## config.mk

```make
export PLATFORM = sky130hd
export DESIGN_NAME = wash_seq_ctrl
export DESIGN_NICKNAME = d
export VERILOG_FILES = /design/src/rtl/wash_seq_ctrl.sv
export SDC_FILE = /design/constraint.sdc
export NUM_CORES = 1
export LEC_CHECK = 0
export CORE_MARGIN = 2
export CORE_UTILIZATION = 50
export CTS_BUF_LIST = sky130_fd_sc_hd__clkbuf_4
export DETAILED_ROUTE_END_ITERATION = 16
export GPL_ROUTABILITY_DRIVEN = 0
export PLACE_DENSITY_LB_ADDON = 0.1
export SLEW_MARGIN = 20
export SYNTH_ARGS = -nofsm -noshare
export SYNTH_HDL_FRONTEND = slang
export SYNTH_SLANG_ARGS = --single-unit
```

## constraint.sdc

```tcl
create_clock -name clk -period 4.4 [get_ports clk]
set_input_delay 1.32 -clock clk [delete_from_list [all_inputs] [get_ports clk]]
set_output_delay 1.32 -clock clk [all_outputs]
set_load 0.01 [all_outputs]
```

## src/rtl/wash_seq_ctrl.sv

```systemverilog
// Washing-machine program sequencer: fill, wash, drain, rinse x N, spin.
// Phase timing in whole seconds from an internal prescaler; registered outputs.
//
// Ports:
//   clk, rst             clock, asynchronous active-high reset
//   start                begin a program (accepted in IDLE or DONE)
//   pause                freeze timers and actuators while high
//   level_full/empty     drum level sensors
//   motor[1:0]           00 stop, 01 fwd, 10 rev, 11 spin
//   valve_in/valve_out   fill / drain valves
//   door_lock, busy      door locked, program running
//   compl_n              low from program end until next start
//   err                  sticky fault (fill/drain timeout)

module wash_seq_ctrl #(
   parameter int FREQ       = 40_000,
   parameter int WASH_S     = 600,
   parameter int RINSE_S    = 300,
   parameter int RINSES     = 2,
   parameter int SPIN_S     = 300,
   parameter int DIR_S      = 10,
   parameter int FILL_TO_S  = 120,
   parameter int DRAIN_TO_S = 120
) (
   input  logic       clk,
   input  logic       rst,
   input  logic       start,
   input  logic       pause,
   input  logic       level_full,
   input  logic       level_empty,
   output logic [1:0] motor,
   output logic       valve_in,
   output logic       valve_out,
   output logic       door_lock,
   output logic       busy,
   output logic       compl_n,
   output logic       err
);

   typedef enum logic [2:0] {
      S_IDLE,
      S_FILL,
      S_WASH,
      S_DRAIN,
      S_RINSE,
      S_SPIN,
      S_DONE,
      S_ERROR
   } state_t;

   localparam int PW = (FREQ > 1) ? $clog2(FREQ) : 1;

   localparam logic [PW-1:0] PRE_TC   = PW'(FREQ - 1);
   localparam logic [15:0]   WASH_TC  = 16'(WASH_S - 1);
   localparam logic [15:0]   RINSE_TC = 16'(RINSE_S - 1);
   localparam logic [15:0]   SPIN_TC  = 16'(SPIN_S - 1);
   localparam logic [15:0]   DIR_TC   = 16'(DIR_S - 1);
   localparam logic [15:0]   FILL_TC  = 16'(FILL_TO_S - 1);
   localparam logic [15:0]   DRAIN_TC = 16'(DRAIN_TO_S - 1);

   state_t          state_q, state_d;
   logic [3:0]      rinse_q, rinse_d;
   logic            phr_q, phr_d;
   logic [PW-1:0]   pre_q, pre_d;
   logic [15:0]     sec_q, sec_d;
   logic [15:0]     dcnt_q, dcnt_d;
   logic            dir_q, dir_d;
   logic [1:0]      motor_q, motor_d;
   logic            vin_q, vin_d;
   logic            vout_q, vout_d;
   logic            lock_q, lock_d;
   logic            busy_q, busy_d;
   logic            compl_n_q, compl_n_d;
   logic            err_q, err_d;

   logic running;
   logic hold;
   logic tick;
   logic entry;

   always_ff @(posedge clk or posedge rst) begin
      if (rst) begin
         state_q   <= S_IDLE;
         rinse_q   <= '0;
         phr_q     <= 1'b0;
         pre_q     <= '0;
         sec_q     <= '0;
         dcnt_q    <= '0;
         dir_q     <= 1'b0;
         motor_q   <= 2'b00;
         vin_q     <= 1'b0;
         vout_q    <= 1'b0;
         lock_q    <= 1'b0;
         busy_q    <= 1'b0;
         compl_n_q <= 1'b1;
         err_q     <= 1'b0;
      end else begin
         state_q   <= state_d;
         rinse_q   <= rinse_d;
         phr_q     <= phr_d;
         pre_q     <= pre_d;
         sec_q     <= sec_d;
         dcnt_q    <= dcnt_d;
         dir_q     <= dir_d;
         motor_q   <= motor_d;
         vin_q     <= vin_d;
         vout_q    <= vout_d;
         lock_q    <= lock_d;
         busy_q    <= busy_d;
         compl_n_q <= compl_n_d;
         err_q     <= err_d;
      end
   end

   always_comb begin
      running = state_q inside {S_FILL, S_WASH, S_DRAIN, S_RINSE, S_SPIN};
      hold    = running & pause;
      tick    = running & ~pause & (pre_q == PRE_TC);

      state_d = state_q;
      rinse_d = rinse_q;
      phr_d   = phr_q;

      unique case (state_q)
         S_IDLE, S_DONE: begin
            if (start) begin
               state_d = S_FILL;
               rinse_d = 4'(RINSES);
               phr_d   = 1'b0;
            end
         end
         S_FILL: begin
            // sensor outranks a timeout landing on the same edge
            if (!hold && level_full) begin
               if (phr_q) begin
                  state_d = S_RINSE;
                  rinse_d = rinse_q - 4'd1;
               end else begin
                  state_d = S_WASH;
               end
            end else if (tick && sec_q == FILL_TC) begin
               state_d = S_ERROR;
            end
         end
         S_WASH: begin
            if (tick && sec_q == WASH_TC) state_d = S_DRAIN;
         end
         S_DRAIN: begin
            if (!hold && level_empty) begin
               if (rinse_q != 4'd0) begin
                  state_d = S_FILL;
                  phr_d   = 1'b1;
               end else begin
                  state_d = S_SPIN;
               end
            end else if (tick && sec_q == DRAIN_TC) begin
               state_d = S_ERROR;
            end
         end
         S_RINSE: begin
            if (tick && sec_q == RINSE_TC) state_d = S_DRAIN;
         end
         S_SPIN: begin
            if (tick && sec_q == SPIN_TC) state_d = S_DONE;
         end
         S_ERROR: begin
            state_d = S_ERROR;
         end
      endcase

      entry = (state_d != state_q);

      pre_d  = pre_q;
      sec_d  = sec_q;
      dcnt_d = dcnt_q;
      dir_d  = dir_q;

      // every phase starts with fresh timers and forward rotation
      if (entry) begin
         pre_d  = '0;
         sec_d  = '0;
         dcnt_d = '0;
         dir_d  = 1'b0;
      end else if (tick) begin
         pre_d = '0;
         sec_d = sec_q + 16'd1;
         if (dcnt_q == DIR_TC) begin
            dcnt_d = '0;
            dir_d  = ~dir_q;
         end else begin
            dcnt_d = dcnt_q + 16'd1;
         end
      end else if (running && !pause) begin
         pre_d = pre_q + PW'(1);
      end
   end

   // outputs follow the next state; hold only occurs with state_d == state_q
   always_comb begin
      motor_d   = 2'b00;
      vin_d     = 1'b0;
      vout_d    = 1'b0;
      compl_n_d = 1'b1;
      err_d     = 1'b0;
      lock_d    = !(state_d inside {S_IDLE, S_DONE});
      busy_d    = state_d inside {S_FILL, S_WASH, S_DRAIN, S_RINSE, S_SPIN};

      unique case (state_d)
         S_FILL: begin
            vin_d = ~hold;
         end
         S_WASH, S_RINSE: begin
            if (!hold) motor_d = dir_d ? 2'b10 : 2'b01;
         end
         S_DRAIN: begin
            vout_d = ~hold;
         end
         S_SPIN: begin
            if (!hold) begin
               motor_d = 2'b11;
               vout_d  = 1'b1;
            end
         end
         S_DONE: begin
            compl_n_d = 1'b0;
         end
         S_ERROR: begin
            err_d = 1'b1;
         end
         S_IDLE: begin
            motor_d = 2'b00;
         end
      endcase
   end

   assign motor     = motor_q;
   assign valve_in  = vin_q;
   assign valve_out = vout_q;
   assign door_lock = lock_q;
   assign busy      = busy_q;
   assign compl_n   = compl_n_q;
   assign err       = err_q;

endmodule

```

# Word level (Yosys, flattened, before mapping)
# Index checks and enable logic that the tools add are counted.
# totals
ff_bits	65
in_bits	6
# op_classes
addsub	4
eq_ne	25
muxes	38
bitwise	6
n_reduce_logical	23
# ops
cell	count
16-bit two-way mux	8
16-bit by 1-bit adder with 16-bit output, second input constant	3
3-bit two-way mux	9
3-bit equality test, second input constant	8
3-bit one-hot mux with 7 select lines	1
16-bit by 10-bit equality test with 1-bit output, second input constant	1
16-bit equality test, second input constant	1
16-bit by 4-bit equality test with 1-bit output, second input constant	1
16-bit by 7-bit equality test with 1-bit output, second input constant	1
16-bit by 9-bit equality test with 1-bit output, second input constant	1
3-bit by 2-bit equality test with 1-bit output, second input constant	4
4-bit two-way mux	3
1-bit two-way mux	10
5-bit nonzero test	2
4-bit one-hot mux with 2 select lines	1
4-bit AND reduction	2
2-bit nonzero test	4
3-bit by 1-bit equality test with 1-bit output, second input constant	2
1-bit logical AND	6
3-bit zero test	2
2-bit two-way mux	3
2-bit by 1-bit != test with 1-bit output, second input constant	3
2-bit != test, second input constant	2
1-bit one-hot mux with 2 select lines	2
9 further kinds	16

# Depth between registers and ports, before layout
# Gate-level depths: netlist (run 1).
# logic_depth
depth_word	13
depth_mapped	11

# Worst setup path after synthesis (run 1)
# No wires, ideal clock.
# synth_path
kind	input to register
start	input pause
end	register motor_q[1], in the netlist motor[1]
setup_ns	0.104
t_arrival_ns	3.553
required_time_ns	4.296
slack_ns	0.743
path_stages	8
n_path_buf	1
cell_sequence	nand2b_1 or4_1 buf_2 or4_1 a311o_1 or2_0 o21a_1 o41ai_2
# synth_between
elab_chain_len	12
word_cells_on_any_way	28
# synth_lines
item	line_no	text
start: declaration	28	input logic pause,
1-bit NOT	118	tick = running & ~pause & (pre_q == PRE_TC);
1-bit AND (2 in a row)	118	
1-bit logical AND	141, 156	
3-bit two-way mux	141, 156	
3-bit two-way mux (on tied branches)	149, 134	
3-bit one-hot mux with 7 select lines *	124	unique case (state_q)
named net state_d[2]	61	state_t state_q, state_d;
3-bit != test	171	entry = (state_d != state_q);
1-bit two-way mux	179	if (entry) begin
2-bit two-way mux (2 in a row)	213	if (!hold) motor_d = dir_d ? 2'b10 : 2'b01;
2-bit one-hot mux with 2 select lines *	208	unique case (state_d)
named net motor_d[1]	68	logic [1:0] motor_q, motor_d;
end signal: assignment	105	motor_q <= motor_d;
end: declaration	68	
# The timed path passes the listed nets; every way through them passes the cells marked *.
# A chain may end at the register's enable or synchronous reset.

# Worst setup path in the final report (run 1)
# Same ends and word-level chain as after synthesis.

==> results of run 1 <==
-- kinds of logic after synthesis --
group	count (synthesis)
AND/OR/NAND/NOR	219
flip-flops	65
XOR/XNOR	43
AO/OA/AOI/OAI	36
buffers and inverters	27
adder cells (fa/ha/maj)	5
multiplexers	2
-- area by class of cell --
cell class	instances	area (um^2)	share of cell area [%]
clock buffer	10	75.1	1.91
clock inverter	6	82.6	2.10
inverter	14	52.6	1.34
multi-input combinational	305	1790	45.5
sequential	65	1630	41.4
tap	96	120	3.06
timing repair buffer	20	183	4.65
-- critical path, cell delays in order --
cell and delay (ns):
clkdlybuf4s50_1 0.41, nand2b_1 0.17, or4_1 0.49, or4_1 0.51, a311o_1 0.44, or2_0 0.25, o21a_1 0.20, o41ai_2 0.19
-- final timing paths --
kind / depth (start not counted) / slack (ns) / end
setup / recovery: 8 / 0.75 / motor[1]$_DFF_PP0_
hold / removal: 2 / 0.55 / sec_q[1]$_DFFE_PP0P_
setup reg to reg: 8 / 1.24 / motor[1]$_DFF_PP0_
hold reg to reg: 2 / 0.55 / sec_q[1]$_DFFE_PP0P_
max in group asynchronous: 3 / 2.52 / motor[1]$_DFF_PP0_
min in group asynchronous: 2 / 1.18 / pre_q[10]$_DFFE_PP0P_
-- state kept, by name (all words and copies together) (netlist names) --
register   count
dcnt_q        16
valve_in       1
rinse_q        4
pre_q         16
door_lock      1
compl_n        1
err            1
state_q        3
busy           1
motor          2
phr_q          1
sec_q         16
valve_out      1
dir_q          1
-- metal layers --
layer	track usage (%)	vias up
met5	0	-
met4	8.95	0
met3	4.15	12
met2	32.3	35
met1	27.8	1340
li1	-	1404
-- power breakdown --
| part | leakage (nW) | internal (mW) | switching [mW] |
|---|---|---|---|
| combinational | 0.686 | 0.235 | 0.366 |
| clock | 0.0777 | 0.233 | 0.224 |
| sequential | 0.880 | 0.666 | 0.0825 |
-- cells in the mapped netlist, types with 2 or more instances --
cell type   n  area, um^2
nor3b_1     4        30.0
o31ai_1     3        22.5
and2_1      2        12.5
or2_2       4        25.0
xnor2_1    19         166
nand4_1    14        87.6
nand2b_1    7        43.8
inv_1      14        52.6
or3_1       6        37.5
nor4b_1     4        35.0
a211oi_1    2        15.0
nand3b_1    2        15.0
xor2_1     24         210
dfrtp_1    64        1600
a21oi_1    10        50.1
ha_1        5        62.6
nor2_1     67         251
or4_1       3        22.5
nor4bb_1    2        20.0
mux2i_1     2        20.0
o22ai_1     2        12.5
o21ai_0    10        50.1
nor2b_1     8        50.1
nand2_1    43         161
and3_1      9        56.3
nand3_1    12        60.1
nor3_1     20         100
nor4_1      7        43.8
clkbuf_1   11        41.3
-- through the flow --
step,utilization (%),power (mW),cell area [um^2]
floorplan,-,1.19,3520
global placement,55.5,1.36,3770
detailed placement,55.5,1.36,3770
CTS,57.8,1.82,3930
global route,57.8,1.93,3930
finish,57.8,1.81,3930
-- layout by cell type (no fill, tap or decap), types with 3 or more instances in the layout --
cell / netlist / layout
a21oi_1: 10 / 10
and3_1: 9 / 9
buf_4: 0 / 7
clkbuf_4: 0 / 10
clkdlybuf4s50_1: 0 / 13
dfrtp_1: 64 / 64
ha_1: 5 / 5
inv_1: 14 / 13
nand2_1: 43 / 43
nand2b_1: 7 / 7
nand3_1: 12 / 12
nand4_1: 14 / 14
nor2_1: 67 / 67
nor2b_1: 8 / 8
nor3_1: 20 / 20
nor3b_1: 4 / 4
nor4_1: 7 / 7
nor4b_1: 4 / 4
o21ai_0: 10 / 10
o31ai_1: 3 / 3
or2_2: 4 / 4
or3_1: 6 / 6
or4_1: 3 / 3
xnor2_1: 19 / 19
xor2_1: 24 / 24
==> results.md, run 1 <==
* Run status: complete, no violations
* Full die area at 0.00774 mm^2
* Antenna diodes at 0
* Fraction of the cycle the final worst path needs at a little over 80%
* Wire length on met3 at 214 um
* Library cells used by synthesis at 46
* Clock buffer depth at 2
* Total number of vias at about 2800
* Kind of end point of the critical path: flip-flop
* Min Tclk post-route at 3.65 ns
* WL met1 at roughly 3500 um
* WL/cell at roughly 14 um
* CTS Root Cell: clkbuf_4
* Setup WS pre-CTS at roughly 0.30 ns
* Share of layout cells above drive strength 1 at between 6 and 7%
* Min-delay src: sec_q[1]$_DFFE_PP0P_
* Cts repair resizes at 0
* Crit Path Class: primary input to flip-flop
* Slew @ Worst Pin at approximately 0.65 ns
* Min Hold Slack at around 0.55 ns
* Post-DP HPWL at slightly below 5000 um
* Global-route wire length before repair at approximately 12000 um
* Routed wire length at ~7100 um
* Worst-path clk slew at approximately 0.090 ns
* Gr usage total at about a fifth
* Die Ht at between 80 and 90 um
* Adder and majority gate portion of the synthesized area at about 1.8%
* Total nets after synthesis at slightly above 400
* CTS tree: built
* PD cells at between 400 and 500 mW/mm^2
* Multiplexer area fraction after synthesis at less than 1%
* Num Clock Sinks at 65
* Vias in the first global route at between 2000 and 3000
* Synthesized cell area at around 0.0035 mm^2
* Relative slew margins at approximately 56%
* Final worst slack at approximately 0.75 ns
* TNS Setup at 0 ns
* Total CTS buffers at 9
* Fin. max-slew vios at 0
* Rows at 30
* Crit path launch: pause
* Top Layer Used: met4
* FF+latch count, synth at 65
* Post-synthesis sequential area ratio at 46.2%
* ANT nets after route at 0
* Total of warnings raised by yosys at 0
* Worst skew pair latency at approximately 0.44 ns
* Port-buffer cells at 13
* Grt ovf at 0
* Final hold vios at 0
* Initial DRC Count at 150
* Mapped Cells at roughly 400
* First-pass DRT Iterations at 4
* Primary FF master, synth: dfrtp_1
* Hold Crit Class: flip-flop to flip-flop
* CP arrival at 3.98 ns
* Async SR Flop Fraction at 100%
* Area delta synth->final at 11.4%
* Leak at around 1.6 nW
* Post-synthesis average cell area at 8.88 um^2
* RSZ-0062 raised after global routing: no
* Crit path launch type: primary input
* Finished Layout Cells at 516
* Post-CTS Hold Fix Bufs at 0
* H-tree depth at 3
* Largest family of logic cells by synthesized area: simple AND/OR/NAND/NOR gates
* Post-CTS setup buffers at 0
* Initial Utilization at approximately half
* Synth Area in Simple Gates at between 30% and 40%
* Critical path required time at between 4 and 5 ns
* Fmax at 274 MHz
* Setup-failing EPs final at 0
* Post-synth EDFFs at 0
* Core area at roughly 0.0068 mm^2
* Total length of routed met2 wires at about 3200 um
* IO Pins at 14
* Dpl cells at 500
* Post-synthesis xor/xnor area fraction at a little over a tenth
* Initial antenna violation count at 0
* Post-route clock skew at ~0.022 ns
* Max-cap violations at 0
* Peak supply drop at between 0.3 and 0.4 mV
* Synth Area in Compound Gates at 6.60%
* Total Nets Final at about 430
* Fill cells at ~620
* Vias per inst at 5.41
* CP Max Fanout at 7
* Largest net degree at the start of global routing at 25
* DRC viols at 0
* Die width at between 80 and 90 um
* Critical R2R Launch: sec_q[0]$_DFFE_PP0P_
Note: power is estimated with default switching activity, not from simulation.
==> run 2: changes to the inputs <==
Clock period 4.4 ns to 3.3 ns, I/O delays scaled along.
==> run 2 against run 1 <==
Net effect: clock power rose by 16%; core utilization rose by 3.1 points; die area did not move; via count rose by 4.6%; largest cell class unchanged; routed wire length rose by 4.3%; sequential power rose by 26%; sequential cell count did not move; largest power group is now combinational logic.
==> results.md, run 2 (synthesis gave the netlist of run 1 again) <==
* Run status: complete, no violations
* Crit-path cells: dlymetal6s2s_1 > nand2b_4 > or4_4 > or4_4 > a311o_1 > or2_0 > o21a_1 > o41ai_2
* WL/cell at around 14 um
* Largest regs: dcnt_q: 16 flops, pre_q: 16 flops, sec_q: 16 flops
* Post-route clock skew at between 0.01 and 0.015 ns
* Die Ht at 88.0 um
* Fmax at approximately 320 MHz
* Most frequent cells in the layout: nor2_1, dfrtp_1, nand2_1
* Dpl cell area at 0.00398 mm^2
* WL met1 at about 3500 um
* Peak supply drop at ~0.58 mV
* Port-buffer cells at 13
* Total length of routed met2 wires at around 3400 um
* ANT nets after route at 0
* Gr usage total at between 20% and 30%
* Fill cells at 579
* Total CTS buffers at 9
* Core area at 0.00679 mm^2
* CP max stage cell: or4_4
* Post-CTS Hold Fix Bufs at 0
* Final worst slack at 0.208 ns
* Die width at around 88 um
* Clock buffer depth at 2
* Total number of vias at around 2900
* Vias in the first global route at 2786
* First-pass DRT Iterations at 4
* H-tree depth at 3
* Crit Path Class: primary input to flip-flop
* CP peak stage delay at roughly 0.52 ns
* Area delta synth->final at 17.5%
* Top delay family on crit path: simple AND/OR/NAND/NOR gates
* Global-route wire length before repair at 12900 um
* Total Nets Final at around 450
* Post-DP HPWL at around 5300 um
* CTS tree: built
* Initial Utilization at approximately half
* Initial DRC Count at 146
* CP arrival at 3.40 ns
* Critical path required time at approximately 3.6 ns
* Vias per inst at about 5.4
* IO Pins at 14
* Routed wire length at roughly 7400 um
* Fin. max-slew vios at 0
* Full die area at 0.00774 mm^2
* Num Clock Sinks at 65
* Share of layout cells above drive strength 1 at 13.1%
* Worst-path clk slew at roughly 0.11 ns
* Wire length on met3 at around 210 um
* CP Max Fanout at 2
* Power Total at ~2.5 mW
* Largest net degree at the start of global routing at 48
* Slew @ Worst Pin at 0.579 ns
* Min Tclk post-route at between 3 and 4 ns
* CTS Root Cell: clkbuf_4
* Setup WS pre-CTS at -0.364 ns
* Max-cap violations at 0
* Antenna diodes at 0
* Leak at between 1.5 and 2 nW
* PD cells at about 610 mW/mm^2
* Relative slew margins at a little over 60%
* Design area at between 0.004 and 0.005 mm^2
* CP dominant cell by count: or4_4
* Min Hold Slack at about 0.56 ns
* Util after Layout at between 60% and 70%
* Worst skew pair latency at 0.41 ns
* Final hold vios at 0
* WP buf/inv at 1
* DRC viols at 0
* Kind of end point of the critical path: flip-flop
* Most common cell after layout, fill and taps aside: nor2_1
* RSZ-0062 raised after global routing: no
* Initial antenna violation count at 0
* Setup-failing EPs final at 0
* Top Layer Used: met4
* Fraction of the cycle the final worst path needs at 93.7%
* Crit path launch type: primary input
* Hold Crit Class: flip-flop to flip-flop
* Grt ovf at 0
* Rows at 30
[run 2: cell types whose count changed in the layout (fill, tap and decap cells not counted), moves of 2 or more]
cell      delta
buf_12       +3
clkinv_1     -2
buf_4       +20
clkinv_2     +3
or4_1        -2
or4_4        +2
[run 2: tightest hold or removal path: stages (launching register included)]
cell and delay, ns:
dfrtp_1 0.38, xnor2_1 0.12, nor2_1 0.04
[run 2: per-layer routing]
metal  vias to the layer above  track usage, %
met4                         0            10.1
met3                        15            3.86
met1                      1415            29.4
li1                       1446               -
met5                         -               0
met2                        43            33.1
[run 2: report_power, final]
| part | switching (mW) | internal, mW | total, mW |
|---|---|---|---|
| logic | 0.582 | 0.452 | 1.03 |
| clock network | 0.301 | 0.230 | 0.531 |
| registers | 0.0570 | 0.889 | 0.946 |
| total | 0.940 | 1.57 | 2.51 |
[run 2: metrics by stage]
| step | instances | TNS [ns] |
|---|---|---|
| after floorplan | 397 | 0 |
| after global placement | 523 | -8.74 |
| after detailed placement | 523 | -12.64 |
| after CTS | 539 | 0 |
| after global routing | 539 | 0 |
| final | 539 | 0 |
[run 2: final cells by class]
cell class	count	area [um^2]	area share, %
sequential	65	1630	39.3
clock buffer	9	67.6	1.63
timing repair buffer	43	395	9.55
tap	96	120	2.90
clock inverter	7	70.1	1.69
multi-input combinational	305	1810	43.7
inverter	14	52.6	1.27
[run 2: repair_timing]
action | CTS | global route
endpoints found under the setup margin | 0 | 1
setup buffers | 0 | 0
resized for setup | 0 | 5
[run 2: worst paths after layout]
check | startpoint | to | slack (ns) | depth (start not counted)
hold reg to reg | sec_q[15]$_DFFE_PP0P_ | sec_q[15]$_DFFE_PP0P_ | 0.56 | 2
hold / removal | sec_q[15]$_DFFE_PP0P_ | sec_q[15]$_DFFE_PP0P_ | 0.56 | 2
setup reg to reg | sec_q[13]$_DFFE_PP0P_ | motor[1]$_DFF_PP0_ | 0.29 | 7
setup / recovery | pause | motor[1]$_DFF_PP0_ | 0.21 | 8
max in group asynchronous | rst | phr_q$_DFFE_PP0P_ | 1.83 | 3
min in group asynchronous | rst | pre_q[10]$_DFFE_PP0P_ | 0.88 | 2
==> run 3: changes to the inputs <==
Settings changed: CORE_MARGIN 2 to 8.
Clock period 3.3 ns to 3.6 ns, I/O delays scaled along.
==> run 3 against run 2 <==
Net effect: cell area shrank 2.7%; count of clock-buffer cells in the layout is the same; routed wire length shrank 2.0%; worst setup slack gained 0.092 ns; clock skew grew 0.0036 ns; first-iteration DRC count shrank 26%; critical path type unchanged; largest cell class unchanged; highest routed layer unchanged.
==> results.md, run 3 (synthesis gave the netlist of run 1 again) <==
* Run status: complete, no violations
* Most common cell after layout, fill and taps aside: nor2_1
* DRC viols at 0
* Area delta synth->final at 14.3%
* Post-CTS Hold Fix Bufs at 0
* Leak at 1.70 nW
* Routed wire length at between 7000 and 8000 um
* Global-route wire length before repair at between 10000 and 15000 um
* WL/cell at about 14 um
* RSZ-0062 raised after global routing: no
* Gr usage total at 15.7%
* Rows at 30
* Register area at about 0.0016 mm^2
* Finished Layout Cells at about 530
* Setup-failing EPs final at 0
* Largest net degree at the start of global routing at between 60 and 70
* Kind of end point of the critical path: flip-flop
* Num Clock Sinks at 65
* Antenna diodes at 0
* Port-buffer cells at 13
* CTS tree: built
* ANT nets after route at 0
* Multi-input logic area at roughly 0.0018 mm^2
* Fraction of the cycle the final worst path needs at around nine tenths
* Max-cap violations at 0
* Share of layout cells above drive strength 1 at about a tenth
* IO Pins at 14
* Slew @ Worst Pin at 0.589 ns
* Vias per inst at around 5.4
* Largest regs: dcnt_q: 16 flops, pre_q: 16 flops, sec_q: 16 flops
* Hold Crit Class: flip-flop to flip-flop
* Dpl cells at 511
* Fin. max-slew vios at 0
* Relative slew margins at just over 60%
* Final hold vios at 0
* Grt ovf at 0
* Worst skew pair latency at 0.43 ns
* Min Tclk post-route at roughly 3.3 ns
* GR peak layer: met2
* Worst-path clk slew at between 0.1 and 0.15 ns
* H-tree depth at 3
* Die Ht at between 90 and 100 um
* Initial antenna violation count at 0
* Crit Path Class: primary input to flip-flop
* First-pass DRT Iterations at 5
* Core area at ~0.0068 mm^2
* Clock buffer depth at 2
* PD cells at around 560 mW/mm^2
* Total CTS buffers at 9
* Fill cells at 603
* Fmax at around 300 MHz
* Total number of vias at approximately 2800
* Util after Layout at 59.3%
* Met1 usage at a little over a fifth
* Critical path required time at between 3 and 4 ns
* Post-route clock skew at around 0.015 ns
* Most frequent cells in the layout: nor2_1, dfrtp_1, nand2_1
* Total Nets Final at ~440
* Initial Utilization at approximately half
* Cts repair resizes at 0
* Die width at 100 um
* Vias in the first global route at between 2000 and 3000
* Peak supply drop at 0.387 mV
* Crit path launch type: primary input
* Global-route track usage on met3 at about 4%
* Initial DRC Count at around 110
* CTS Root Cell: clkbuf_4
* Post-CTS setup buffers at 0
* CP arrival at around 3.6 ns
* Met2 global-route usage at a little under a quarter
* Full die area at roughly 0.01 mm^2
* Post-DP HPWL at roughly 5000 um
* CP Max Fanout at 2
==> run 3: report_power, final <==
group / total, mW / switching, mW / internal (mW)
Sequential: 0.895 / 0.0806 / 0.814
Clock: 0.498 / 0.288 / 0.210
Combinational: 0.862 / 0.478 / 0.384
Total: 2.26 / 0.847 / 1.41
==> run 3: final timing paths <==
path	start	end	slack (ns)	depth (start not counted)
hold / removal	dcnt_q[15]$_DFFE_PP0P_	dcnt_q[15]$_DFFE_PP0P_	0.55	2
setup reg to reg	sec_q[1]$_DFFE_PP0P_	motor[1]$_DFF_PP0_	0.61	8
setup / recovery	pause	motor[1]$_DFF_PP0_	0.30	8
max in group asynchronous	rst	compl_n$_DFF_PP1_	2.24	3
min in group asynchronous	rst	pre_q[13]$_DFFE_PP0P_	1.00	3
hold reg to reg	dcnt_q[15]$_DFFE_PP0P_	dcnt_q[15]$_DFFE_PP0P_	0.55	2
==> run 3: metal layers <==
layer	part of all wire, %	wire length, um
met1	50	3590
met2	45	3220
met3	3.9	280
met4	1.6	116
met5	0	0
==> run 3: through the flow <==
step	worst slack, ns	hold slack (ns)	total power [mW]	TNS, ns	area [um^2]
floorplan	0.183	0.506	1.45	0	3520
global placement	-0.104	0.529	1.77	-0.235	3890
detailed placement	-0.145	0.540	1.77	-0.705	3890
CTS	0.310	0.559	2.28	0	4030
global route	0.190	0.565	2.41	0	4030
finish	0.300	0.552	2.26	0	4030
==> run 3: final cells by class <==
class | count | share of cell area (%)
Inverter | 14 | 1.30
Sequential cell | 65 | 40.4
Tap cell | 96 | 2.98
Clock inverter | 7 | 1.77
Clock buffer | 9 | 1.68
Multi-Input combinational cell | 305 | 44.3
Timing Repair Buffer | 31 | 7.52
==> run 3: critical path: stages <==
cell and delay, ns:
clkdlybuf4s50_1 0.41, nand2b_1 0.15, or4_1 0.49, or4_1 0.51
a311o_1 0.37, or2_0 0.22, o21a_1 0.19, o41ai_2 0.19
